File: src/rtl/fetch_sequencer.sv
// fetch_sequencer: program counter and fetch control directly upstream of the
// instruction memory. Each instruction runs FETCH -> DECODE -> EXECUTE(xN) ->
// UPDATE. The next PC is sequential, an absolute jump, jump-if-zero, or a halt.
//
// Ports:
//   clk, rst_n          clock; asynchronous active-low reset
//   start               level; leaves IDLE (and chains instructions) when high
//   stall               holds DECODE/EXECUTE (ignored in IDLE/FETCH/UPDATE)
//   opcode, jump, jiz   decoded fields returned by instruction memory
//   zero_flag           ALU zero, sampled in EXECUTE's final cycle
//   address             fetch address (PC)
//   im_select           one-cycle fetch strobe per instruction
//   exec_en             high in every EXECUTE cycle
//   busy / halted       activity / HALT status
//   retired_count       (FETCH_RETIRE_COUNT_EN only) UPDATE cycles, mod 2^16
//
// Optional feature macro: FETCH_RETIRE_COUNT_EN
module fetch_sequencer #(
  parameter logic [15:0] RESET_PC    = 16'h0000,
  parameter int          EXEC_CYCLES = 2,
  parameter logic [3:0]  OP_JMP      = 4'b1110,
  parameter logic [3:0]  OP_JIZ      = 4'b1111,
  parameter logic [3:0]  OP_HALT     = 4'b1101
) (
  input  logic        clk,
  input  logic        rst_n,
  input  logic        start,
  input  logic        stall,
  input  logic [3:0]  opcode,
  input  logic [11:0] jump,
  input  logic [7:0]  jiz,
  input  logic        zero_flag,
  output logic [15:0] address,
  output logic        im_select,
  output logic        exec_en,
  output logic        busy,
  output logic        halted
`ifdef FETCH_RETIRE_COUNT_EN
  ,
  output logic [15:0] retired_count
`endif
);

  typedef enum logic [2:0] {
    S_IDLE, S_FETCH, S_DECODE, S_EXEC, S_UPDATE, S_HALT
  } state_t;

  state_t      r_state, w_next;
  logic [15:0] r_pc, w_pc_next;
  logic [3:0]  r_op;
  logic [11:0] r_jump;
  logic [7:0]  r_jiz;
  logic [3:0]  r_cnt;
  logic        r_im_select, r_exec_en, r_busy, r_halted;

  always_comb begin
    w_next = r_state;
    case (r_state)
      S_IDLE:   if (start) w_next = S_FETCH;
      S_FETCH:  w_next = S_DECODE;
      S_DECODE: if (!stall) w_next = S_EXEC;
      S_EXEC:   if (!stall && r_cnt == 4'd0) w_next = S_UPDATE;
      S_UPDATE: begin
        if (r_op == OP_HALT) w_next = S_HALT;
        else if (start)      w_next = S_FETCH;
        else                 w_next = S_IDLE;
      end
      S_HALT:   w_next = S_HALT;
      default:  w_next = S_IDLE;
    endcase
  end

  // Next PC uses the live zero_flag: it is evaluated on the edge that leaves
  // EXECUTE, i.e. exactly EXECUTE's final cycle.
  always_comb begin
    w_pc_next = r_pc + 16'd1;
    if (r_op == OP_JMP)                   w_pc_next = {4'b0, r_jump};
    else if (r_op == OP_JIZ && zero_flag) w_pc_next = {8'b0, r_jiz};
    else if (r_op == OP_HALT)             w_pc_next = r_pc;
  end

  always_ff @(posedge clk or negedge rst_n) begin
    if (!rst_n) begin
      r_state     <= S_IDLE;
      r_pc        <= RESET_PC;
      r_op        <= 4'd0;
      r_jump      <= 12'd0;
      r_jiz       <= 8'd0;
      r_cnt       <= 4'd0;
      r_im_select <= 1'b0;
      r_exec_en   <= 1'b0;
      r_busy      <= 1'b0;
      r_halted    <= 1'b0;
    end else begin
      r_state <= w_next;
      // PC is written on entry to UPDATE so the new address is already stable
      // in the cycle before the following FETCH.
      if (r_state == S_EXEC && w_next == S_UPDATE) r_pc <= w_pc_next;
      if (r_state == S_DECODE && !stall) begin
        r_op   <= opcode;
        r_jump <= jump;
        r_jiz  <= jiz;
        r_cnt  <= 4'(EXEC_CYCLES - 1);
      end else if (r_state == S_EXEC && !stall && r_cnt != 4'd0) begin
        r_cnt <= r_cnt - 4'd1;
      end
      // Outputs are registered copies of the next-state decode, so they line
      // up with r_state.
      r_im_select <= (w_next == S_FETCH);
      r_exec_en   <= (w_next == S_EXEC);
      r_busy      <= (w_next != S_IDLE) && (w_next != S_HALT);
      r_halted    <= (w_next == S_HALT);
    end
  end

  assign address   = r_pc;
  assign im_select = r_im_select;
  assign exec_en   = r_exec_en;
  assign busy      = r_busy;
  assign halted    = r_halted;

`ifdef FETCH_RETIRE_COUNT_EN
  logic [15:0] r_retired;
  always_ff @(posedge clk or negedge rst_n) begin
    if (!rst_n)                  r_retired <= 16'd0;
    else if (r_state == S_UPDATE) r_retired <= r_retired + 16'd1;
  end
  assign retired_count = r_retired;
`endif

endmodule

File: config.mk
export PLATFORM = sky130hd
export DESIGN_NAME = fetch_sequencer
export DESIGN_NICKNAME = d
export VERILOG_FILES = /design/src/rtl/fetch_sequencer.sv
export SDC_FILE = /design/constraint.sdc
export NUM_CORES = 1
export LEC_CHECK = 0
export ABC_CLOCK_PERIOD_IN_PS = 2500
export BUFFER_PORTS_ARGS = -buffer_cell sky130_fd_sc_hd__buf_2
export CORE_ASPECT_RATIO = 1.75
export CORE_UTILIZATION = 45
export DETAILED_ROUTE_END_ITERATION = 8
export PLACE_DENSITY_LB_ADDON = 0.08
export SYNTH_ARGS = -nofsm -noshare
export SYNTH_HDL_FRONTEND = slang
export SYNTH_SLANG_ARGS = --single-unit
File: constraint.sdc
create_clock -name clk -period 2.5 [get_ports clk]
set_clock_uncertainty 0.05 [all_clocks]
set_input_delay 0.375 -clock clk [delete_from_list [all_inputs] [get_ports clk]]
set_output_delay 0.375 -clock clk [all_outputs]
set_load 0.05 [all_outputs]
==> impl_metrics.tcl <==
set metrics [dict create \
    drt_iter0_markers 109 \
    cap_violations 0 \
    routabilityCongestion 0.825 \
    worst-path-stages 7 \
    drc 0 \
    detail-route-antenna-nets 0 \
    synthDistinctLibCells 58 \
    final_cell_count_no_fill 365 \
    cts_resized 0 \
    drv_slew 0 \
    cts_made_buffers 5 \
    crit_type "reg -> reg" \
    power_leakage_uw 0.00133 \
    pwr_density_cell_nw_per_um2 1200 \
    pre_cts_ws_ns 0.464 \
    finalNetCount 320 \
    fp.dieW_um 59.3 \
    coreArea_um2 5540 \
    vias_per_cell 5.56 \
    cts_hold_buf 1 \
    cpMaxStageDelayCell "or3b_1" \
    grt_max_degree 34 \
    crit_chain "inv_1 -> ha_1 -> or3b_1 -> nand3b_1 -> buf_4 -> nor4b_1 -> a21o_1" \
    clk_pin_slew_ns 0.10 \
    cts_tree "done" \
    hold_class "in -> reg" \
    n_antenna_cell 0 \
    area_delta_synth_final_pct 17.3 \
    synth_ff_type "dfrtp_1" \
    synthDominantAreaCellType "dfrtp_1" \
    root_buffer "clkbuf_8" \
    clk_latency_ns 0.31 \
    synth_edf_count 0 \
    port_buffers 48 \
    firstDrtPassIters 5 \
    setup_ws_ns 0.460 \
    fin_crit_sh 0.816 \
    r2r_cells 7 \
    fp.dieH_um 102 \
    crit_path_start_kind "flop" \
    grt_pass1_wl_um 9890 \
    htreeDepth 2 \
    tightestPinTransition_ns 0.590 \
    arrival_ns 2.25 \
    hold_ws_ns 0.233 \
    critPathMaxStageDelay_ns 0.47 \
    mostFrequentLayoutCells "dfrtp_1 (51), buf_2 (48), mux2_2 (23)" \
    cts.sinks 51 \
    fmax_mhz 490 \
    min_period_ns 2.04 \
    critPathTopFamily "simple AND/OR/NAND/NOR gates" \
    tns_ns 0 \
    dp_hpwl_um 4410 \
    wl_per_cell_um 16.3 \
    drive_gt1_frac 0.325 \
    multiInputGateArea_um2 1210 \
    synth_top_cell_area_share 0.494 \
    ir_worst_vdd_mv 0.553 \
    gr-usage-all-layers 0.219 \
    netlist_instances 235 \
    critPathCapture "address[13]$_DFFE_PN0P_" \
    synthArstFlopShare 1.00 \
    dp_cells 356 \
    crit_required_ns 2.71 \
    r2r_slack_ns 0.46 \
    outcome "completed" \
    synth.yosys.seq_area_share 0.494 \
    core.rowCount 36 \
    timing.critical_path.buf_inv 2 \
    grt_overflow 0 \
    final_hold_viol_count 0 \
    setup_violations 0 \
    fp.dieArea_um2 6050 \
    drt-total-wl_um 5960 \
    synth_warnings 0 \
    final_core_util 0.546 \
    nFillCells 529 \
    seqCellArea_um2 1280 \
    cts_buffer_depth 2 \
    rr_endpoint "address[13]$_DFFE_PN0P_" \
    path_max_fanout 14 \
    start_util 0.466 \
    cp-end-kind "flop" \
    synth-seq-cells 51 \
    dr_total_vias 2030 \
    ys_top_cells_by_area "dfrtp_1 (49%), mux2_2 (10%), a21oi_1 (2.3%)" \
    syn_area_um2 2580 \
    grt_pass1_vias 2067 \
    post_cts_buffers 0 \
    grt_setup_unrepaired "false" \
    timing.slew.headroom 0.603 \
    r2r-start "r_cnt[0]$_DFFE_PN0P_" \
    ios 49 \
    synth.avg_cell_area_um2 11.0 \
    layout_commonest_cell "dfrtp_1" \
    cp-startpoint "r_cnt[0]$_DFFE_PN0P_" \
    antenna_found_initial 0 \
    syn_nets 267 \
]
-- state kept, by name, summed over array words and instances (netlist names) --
register,flops
exec_en,1
address,16
busy,1
r_op,4
r_jump,12
im_select,1
r_cnt,4
r_jiz,8
halted,1
r_state,3
-- Yosys cell counts, types with 6 or more instances --
cell / instances
dfrtp_1: 51
mux2_2: 23
nand2_1: 13
a21oi_1: 12
inv_1: 11
nand3_1: 10
nor3_1: 10
nor2_1: 9
o21ai_0: 8
buf_2: 6
-- area by class of cell --
type,instances,area share
flip-flops and latches,51,0.422
multi-input cells,164,0.401
repair buffers,55,0.0976
clock inverters,1,0.00248
inverters,11,0.0136
well taps,76,0.0314
clock buffers,7,0.0318
-- metal layers --
metal,track usage,wire (um),part of all wire
met2,0.401,3330,0.56
met1,0.246,2320,0.39
met5,0,0,0
met3,0.0329,187,0.031
met4,0.0879,125,0.021
-- cells by family after synthesis --
| kind of cell | share of synthesized area |
|---|---|
| multiplexers | 0.116 |
| buffers and inverters | 0.0349 |
| adder cells (fa/ha/maj) | 0.0145 |
| AO/OA/AOI/OAI | 0.142 |
| XOR/XNOR | 0.0170 |
| flip-flops | 0.494 |
| AND/OR/NAND/NOR | 0.181 |
-- how the worst min path moves through the flow --
stage,start,endpoint,slack [ns],depth (start not counted)
finish,opcode[2],r_op[2]$_DFFE_PN0P_,0.23,2
floorplan,rst_n,address[0]$_DFFE_PN0P_,0.03,0
detailed placement,rst_n,r_jump[7]$_DFFE_PN0P_,0.29,1
CTS,jump[11],r_jump[11]$_DFFE_PN0P_,0.23,2
global route,jump[4],r_jump[4]$_DFFE_PN0P_,0.23,2
global placement,rst_n,r_jump[10]$_DFFE_PN0P_,0.28,1
-- report_power, final --
| group | switching (uW) | internal (uW) | leakage, uW |
|---|---|---|---|
| clock network | 277 | 252 | 0.0000505 |
| logic | 953 | 633 | 0.000674 |
| registers | 362 | 1170 | 0.000608 |
-- through the flow --
step | instance area [um2] | total power [uW]
after global placement | 2910 | 3100
after detailed placement | 2910 | 3140
after CTS | 3030 | 3670
final | 3030 | 3650
after floorplan | 2580 | 2700
after global routing | 3030 | 3890
Power figures use the tool's default switching activity.
